File: src/rtl/multiplier_pkg.sv
// Shared constants for the two-pass RV32M multiplier sequencer:
// funct3 codes, one-hot state encoding and the fixed operation latency.
package multiplier_pkg;

    localparam logic [2:0] F3_MUL    = 3'b000;
    localparam logic [2:0] F3_MULH   = 3'b001;
    localparam logic [2:0] F3_MULHSU = 3'b010;
    localparam logic [2:0] F3_MULHU  = 3'b011;

    // Cycles from acceptance to done_o.
    localparam int unsigned MUL_LAT = 5;

    typedef enum logic [5:0] {
        StIdle  = 6'b000001,
        StRot   = 6'b000010,
        StP2    = 6'b000100,
        StAcc   = 6'b001000,
        StDrain = 6'b010000,
        StDone  = 6'b100000
    } state_e;

endpackage

File: src/rtl/multiplier_ctrl.sv
// Sequencing controller for the two-pass 32x32 multiplier datapath: accepts a request,
// decodes funct3 and drives the per-cycle datapath strobes until the result is ready.
module multiplier_ctrl
    import multiplier_pkg::*;
#(
    parameter int unsigned TAG_W = 5
) (
    input  logic             clk_i,
    input  logic             rst_i,
    input  logic             start_i,
    input  logic [2:0]       funct3_i,
    input  logic [TAG_W-1:0] tag_i,
    input  logic             flush_i,
    output logic             busy_o,
    output logic             done_o,
    output logic [TAG_W-1:0] tag_o,
    output logic             ac_clr_o,
    output logic             reg_A_en_o,
    output logic             reg_B_en_o,
    output logic             en_pipe_o,
    output logic             AC_en_o,
    output logic             mux_B_sel_o,
    output logic             rol_en_o,
    output logic             shift_amount_o,
    output logic             upper_o,
    output logic             signed_A_o,
    output logic             signed_B_o
);

    state_e           state_q, state_d;
    logic [TAG_W-1:0] tag_q;
    logic             accept;
    logic             unused_funct3_msb;

    assign unused_funct3_msb = funct3_i[2];

    assign accept = start_i && !flush_i && ((state_q == StIdle) || (state_q == StDone));

    always_ff @(posedge clk_i or posedge rst_i) begin
        if (rst_i) begin
            state_q <= StIdle;
            tag_q   <= '0;
        end else begin
            state_q <= state_d;
            if (accept) begin
                tag_q <= tag_i;
            end
        end
    end

    always_comb begin
        state_d        = state_q;
        ac_clr_o       = 1'b0;
        reg_A_en_o     = 1'b0;
        reg_B_en_o     = 1'b0;
        en_pipe_o      = 1'b0;
        AC_en_o        = 1'b0;
        mux_B_sel_o    = 1'b0;
        rol_en_o       = 1'b0;
        shift_amount_o = 1'b0;
        upper_o        = 1'b0;
        signed_A_o     = 1'b0;
        signed_B_o     = 1'b0;

        if (flush_i) begin
            state_d = StIdle;
        end else begin
            unique case (state_q)
                StIdle: state_d = StIdle;
                StRot: begin
                    // Pass 1 enters the pipe while B is rotated for pass 2.
                    reg_B_en_o  = 1'b1;
                    mux_B_sel_o = 1'b1;
                    rol_en_o    = 1'b1;
                    en_pipe_o   = 1'b1;
                    state_d     = StP2;
                end
                StP2: begin
                    en_pipe_o      = 1'b1;
                    shift_amount_o = 1'b1;
                    AC_en_o        = 1'b1;
                    state_d        = StAcc;
                end
                StAcc: begin
                    en_pipe_o = 1'b1;
                    AC_en_o   = 1'b1;
                    state_d   = StDrain;
                end
                StDrain: begin
                    // AC_en low here clears the datapath's piped accumulate enable.
                    en_pipe_o = 1'b1;
                    state_d   = StDone;
                end
                StDone:  state_d = StIdle;
                default: state_d = StIdle;
            endcase

            if (accept) begin
                reg_A_en_o  = 1'b1;
                reg_B_en_o  = 1'b1;
                ac_clr_o    = 1'b1;
                mux_B_sel_o = 1'b0;
                rol_en_o    = 1'b0;
                upper_o     = (funct3_i[1:0] != F3_MUL[1:0]);
                signed_A_o  = (funct3_i[1:0] == F3_MULH[1:0]) ||
                              (funct3_i[1:0] == F3_MULHSU[1:0]);
                signed_B_o  = (funct3_i[1:0] == F3_MULH[1:0]);
                state_d     = StRot;
            end
        end
    end

    assign busy_o = (state_q == StRot) || (state_q == StP2) ||
                    (state_q == StAcc) || (state_q == StDrain);
    assign done_o = (state_q == StDone) && !flush_i;
    assign tag_o  = tag_q;

endmodule

File: config.mk
export PLATFORM = sky130hd
export DESIGN_NAME = multiplier_ctrl
export DESIGN_NICKNAME = d
export VERILOG_FILES = /design/src/rtl/multiplier_pkg.sv /design/src/rtl/multiplier_ctrl.sv
export SDC_FILE = /design/constraint.sdc
export NUM_CORES = 1
export LEC_CHECK = 0
export CAP_MARGIN = 15
export CELL_PAD_IN_SITES_DETAIL_PLACEMENT = 0
export CELL_PAD_IN_SITES_GLOBAL_PLACEMENT = 1
export CORE_AREA = 3 3 52 54
export CTS_BUF_LIST = sky130_fd_sc_hd__clkbuf_16
export DETAILED_ROUTE_END_ITERATION = 8
export DIE_AREA = 0 0 55 57
export PLACE_DENSITY = 0.84
export SETUP_SLACK_MARGIN = 0.1
export SKIP_CTS_REPAIR_TIMING = 1
export SLEW_MARGIN = 20
export SYNTH_ARGS = -nofsm -noshare
export SYNTH_HDL_FRONTEND = slang
export SYNTH_SLANG_ARGS = --single-unit
File: constraint.sdc
create_clock -name clk_i -period 2.6 [get_ports clk_i]
set_input_delay 0.78 -clock clk_i [delete_from_list [all_inputs] [get_ports clk_i]]
set_output_delay 0.78 -clock clk_i [all_outputs]
set_load 0.05 [all_outputs]
== Word level (Yosys, flattened, before mapping) ==
Cells that the tools add are included.

* Register bits: 11
* Bits of input ports: 12
* Word-level logic and storage cells: 44
* Output and inout port bits: 18

* Reduce and logical (&&, ||, !) cells: 12
* Multiplexer cells: 22
* Eq/ne operators: 8

{| class="wikitable"
|+ Operator list
! kind !! count
|-
| $pmux 6 s4 || 1
|-
| $mux 1 || 19
|-
| $mux 6 || 2
|-
| $eq 6x1->1 const B || 1
|-
| $eq 6x2->1 const B || 1
|-
| $eq 6x3->1 const B || 1
|-
| $eq 6x4->1 const B || 1
|-
| $eq 6x5->1 const B || 1
|-
| $eq 6x6->1 const B || 1
|-
| $logic_or 1x1->1 || 5
|-
| $reduce_or 4->1 || 1
|-
| $logic_and 1x1->1 || 3
|-
| $eq 2x1->1 const B || 1
|-
| $eq 2x2->1 const B || 1
|-
| $reduce_bool 2->1 || 1
|-
| $reduce_or 2->1 || 1
|-
| $logic_not 1->1 || 1
|}

== Logic depth before layout (Yosys ltp) ==
* Depth in word-level cells: 5
* Mapped depth: 5

== Least setup slack after synthesis ==
Ideal clock, no wire load.

* Path type: in2out
* From: input flush_i
* To: output rol_en_o
* Arrival time: 2574 ps
* Cell stages on the path: 3
* Slack: -754 ps
* Path buffers: 2
* Cells stage by stage: clkbuf_1 -> nor3b_1 -> buf_4

* Cells in the longest elaborated chain, start to end: 5

{| class="wikitable"
|+ Ends and longest elaborated chain
! what !! line !! text
|-
| start: declaration || multiplier_ctrl.sv:13 || <nowiki>input logic flush_i,</nowiki>
|-
| $logic_not 1->1 || multiplier_ctrl.sv:37 || <nowiki>assign accept = start_i && !flush_i && ((state_q == StIdle) || (state_q == StDone));</nowiki>
|-
| $logic_and 1x1->1 (2 in series) || multiplier_ctrl.sv:37 ||
|-
| $mux 1 || -- ||
|-
| $mux 1 * || -- ||
|-
| end: declaration || multiplier_ctrl.sv:23 || <nowiki>output logic rol_en_o,</nowiki>
|}

Every way passes the cells marked *; elsewhere a longest branch is shown, timed or not.

== Worst setup path after layout ==
* From: register state_q[1]
* To: output rol_en_o

* Cells in the longest elaborated chain, start to end: 5
* Elaborated cells on any way between the ends: 8
* Those cells by class: eq/ne (3); mux (3); reduce/logical (2)

{| class="wikitable"
|+ Ends and longest elaborated chain
! what !! line !! text
|-
| start: declaration || multiplier_ctrl.sv:30 || <nowiki>state_e state_q, state_d;</nowiki>
|-
| start signal: assignment || multiplier_ctrl.sv:41 || <nowiki>state_q <= StIdle;</nowiki>
|-
| start signal: assignment || multiplier_ctrl.sv:44 || <nowiki>state_q <= state_d;</nowiki>
|-
| $eq 6x1->1 or $eq 6x6->1 (tied branches) || multiplier_ctrl.sv:37 ||
|-
| $logic_or 1x1->1 || multiplier_ctrl.sv:37 ||
|-
| $logic_and 1x1->1 || multiplier_ctrl.sv:37 ||
|-
| $mux 1 * || multiplier_ctrl.sv:98 || <nowiki>if (accept) begin</nowiki>
|-
| $mux 1 * || multiplier_ctrl.sv:65 || <nowiki>if (flush_i) begin</nowiki>
|}

Marked as above.

==> flow_metrics.env <==
export IMPL_status="completed"
export IMPL_die_y_um=57
export IMPL_wirelength_mm=1.883
export IMPL_place_congestion=0.8450
export IMPL_worstPathRequired_ns=1.82
export IMPL_crit_path_top_delay_cell="dfrtp_2"
export IMPL_postPlaceCellArea_sq_um=1185
export IMPL_vias=604
export IMPL_grt_setup_unrepaired="yes"
export IMPL_hold_violations=0
export IMPL_pwr_share_seq_pct=27.9
export IMPL_r2r_cells=5
export IMPL_leakagePower_nw=0.6197
export IMPL_setup_tns_final_ns=0
export IMPL_drt_iter0_drc=4
export IMPL_ys_seq_area_share_pct=40.33
export IMPL_setup_violations=0
export IMPL_grt_pass1_wl_mm=2.718
export IMPL_synth_seq_cells=11
export IMPL_syn_inst=63
export IMPL_clockBufferDepth=2
export IMPL_port_buffers=28
export IMPL_wire_per_inst_um=14.83
export IMPL_fin_area_sq_um=1385
export IMPL_htree_num_levels=1
export IMPL_clk_pin_slew_ns=0.04
export IMPL_grt_pass1_vias=600
export IMPL_clock_sinks=11
export IMPL_clockPowerShare_pct=36.8
export IMPL_cts_inserted_buffers=3
export IMPL_dr_pass1_iters=4
export IMPL_maxSlewHeadroom_pct=65.96
export IMPL_drive_above_1_share_pct=61.62
export IMPL_nets=114
export IMPL_clk_latency_ns=0.23
export IMPL_cp_start_kind="flip-flop"
export IMPL_min_period_ns=2.547
export IMPL_syn2layout_area_growth_pct=102.0
export IMPL_yosysWarnings=0
export IMPL_switching_share_pct=31.47
export IMPL_p_per_area_nw_per_um2=544.3
export IMPL_dp_cells=119
export IMPL_hold_path_class="flip-flop to flip-flop"
export IMPL_yosys_area_top_type="dfrtp_1"
export IMPL_maxCapViolCount=0
export IMPL_initial_utilization_pct=30.41
export IMPL_fmax_mhz=392.6
export IMPL_dieWidth_um=55
export IMPL_power_internal_mw=0.5166
export IMPL_design_core_area_sq_um=2255
export IMPL_peakVddDrop_v=0.0006325
export IMPL_grt_antenna_before_repair=0
export IMPL_syn_area_sq_um=685.7
export IMPL_path_class="flip-flop to output port"
export IMPL_io_pins=30
export IMPL_arrival_ns=1.77
export IMPL_fin_crit_sh_pct=97.97
export IMPL_whs_path_depth=1
export IMPL_overflow=0
export IMPL_viasPerCell=4.756
export IMPL_grt_use_total_pct=11.81
export IMPL_crit_chain="nor4_4, buf_4, nand3_4, nor3b_4, buf_12"
export IMPL_drcViolationCount=0
export IMPL_slew_viol_final=0
export IMPL_antenna_cells=0
export IMPL_die_area_sq_um=3135
export IMPL_grt_max_degree=12
export IMPL_cts_root_buf="clkbuf_16"
export IMPL_rows=17
export IMPL_worstMarginPinSlew_ns=0.5090
export IMPL_cts_tree="yes"
export IMPL_fin_total_pwr_mw=0.7538
export IMPL_ys_top_cells_by_area="dfrtp_1, mux2_4, dfstp_2"
export IMPL_hpwl_mm=1.380
export IMPL_power_switching_mw=0.2372
export IMPL_max_stage_delay_ns=0.47
export IMPL_skew_ns=0.001301
export IMPL_end_kind="output port"
export IMPL_comb_power_share_pct=35.3
export IMPL_ant_nets=0
export IMPL_syn_area_per_cell_sq_um=10.88
export IMPL_synthDominantCellAreaShare_pct=36.50
export IMPL_synth_nets=77
export IMPL_ys_types=26
export IMPL_layoutNonFillerInstCount=127
export IMPL_crit_fanout=7
[cell families after synthesis]
| logic type | after synthesis | share of synthesized area (%) |
|---|---|---|
| adders and majority gates | 2 | 3.649 |
| DFF | 11 | 40.33 |
| muxes | 5 | 10.95 |
| and+or+nand+nor | 25 | 27.19 |
| AOI/OAI and AO/OA | 4 | 4.744 |
| buffers and inverters | 13 | 9.305 |
| xor gates and xnor gates | 3 | 3.833 |
[metal layers]
metal	vias up	GRT usage [%]	share of wire [%]
met3	0	6.005	6.4
met4	0	1.042	0
met5	-	0	0
met1	294	13.54	34
met2	21	20.10	59
li1	289	-	-
[cells in the mapped netlist]
master     n
inv_1      6
nor3_1     2
ha_1       2
buf_2      3
and2b_2    1
o41a_2     1
mux2_4     5
nand4b_4   1
nor4b_1    2
and3_1     3
nor4_1     2
dfstp_2    1
xor2_1     2
nor4_4     1
a31oi_1    1
buf_4      3
xnor2_1    1
and4b_2    1
nor3b_1    3
dfrtp_1   10
nand3_1    2
a21oi_1    1
a221oi_1   1
nor2_1     6
and3_2     1
clkbuf_1   1
[critical path: cells and delay by family, from the launching register on]
family	cells	cell delay, ns
buffers and inverters	2	0.35
and+or+nand+nor	3	0.70
DFF	1	0.47
[power groups by stage]
stage               logic, mW  registers (mW)  clock network [mW]
floorplan              0.0989           0.269                   0
global placement        0.246           0.212                   0
detailed placement      0.251           0.212                   0
CTS                     0.250           0.211               0.283
global route            0.277           0.213               0.301
finish                  0.266           0.211               0.277
[metrics by stage]
step	util [%]	hold slack, ns	setup WS, ns
after floorplan	-	0.6195	-0.1342
after global placement	52.55	0.4995	-0.1814
after detailed placement	52.55	0.5005	-0.1903
after CTS	56.10	0.5199	-0.1938
after global routing	61.43	0.5270	-0.04559
final	61.43	0.5168	0.05274
[state kept, by name, summed over array words and instances (netlist names)]
register	count
tag_o	5
state_q	6
[cells in the final DEF, fill, tap and decap left out, types with 2 or more instances in the layout]
master | synthesis | final
buf_12 | 0 | 12
buf_4 | 3 | 12
clkdlybuf4s50_1 | 0 | 11
mux2_4 | 5 | 5
dfrtp_2 | 0 | 5
dfrtp_1 | 10 | 5
inv_1 | 6 | 4
dlymetal6s2s_1 | 0 | 4
and3_1 | 3 | 3
nor2_1 | 6 | 3
nor2_4 | 0 | 3
clkbuf_16 | 0 | 3
nor4_4 | 1 | 2
ha_1 | 2 | 2
[final timing paths]
path / startpoint / to / slack [ns]
max: state_q[1]$_DFF_PP0_ / rol_en_o / 0.05
min: tag_o[3]$_DFFE_PP0P_ / tag_o[3]$_DFFE_PP0P_ / 0.52
max reg2reg: state_q[1]$_DFF_PP0_ / tag_o[1]$_DFFE_PP0P_ / 0.70
min reg2reg: tag_o[3]$_DFFE_PP0P_ / tag_o[3]$_DFFE_PP0P_ / 0.52
max in group asynchronous: rst_i / state_q[0]$_DFF_PP1_ / 1.44
min in group asynchronous: rst_i / tag_o[2]$_DFFE_PP0P_ / 0.84
[area by class of cell]
type / instances / area, sq um
Multi-Input combinational cell: 39 / 470.5
Tap cell: 28 / 35.03
Fill cell: 191 / 869.6
Sequential cell: 11 / 282.8
Inverter: 6 / 26.28
Timing Repair Buffer: 39 / 490.5
Clock buffer: 3 / 75.07
Clock inverter: 1 / 5.005
No activity file was read; power rests on OpenSTA's default activity.
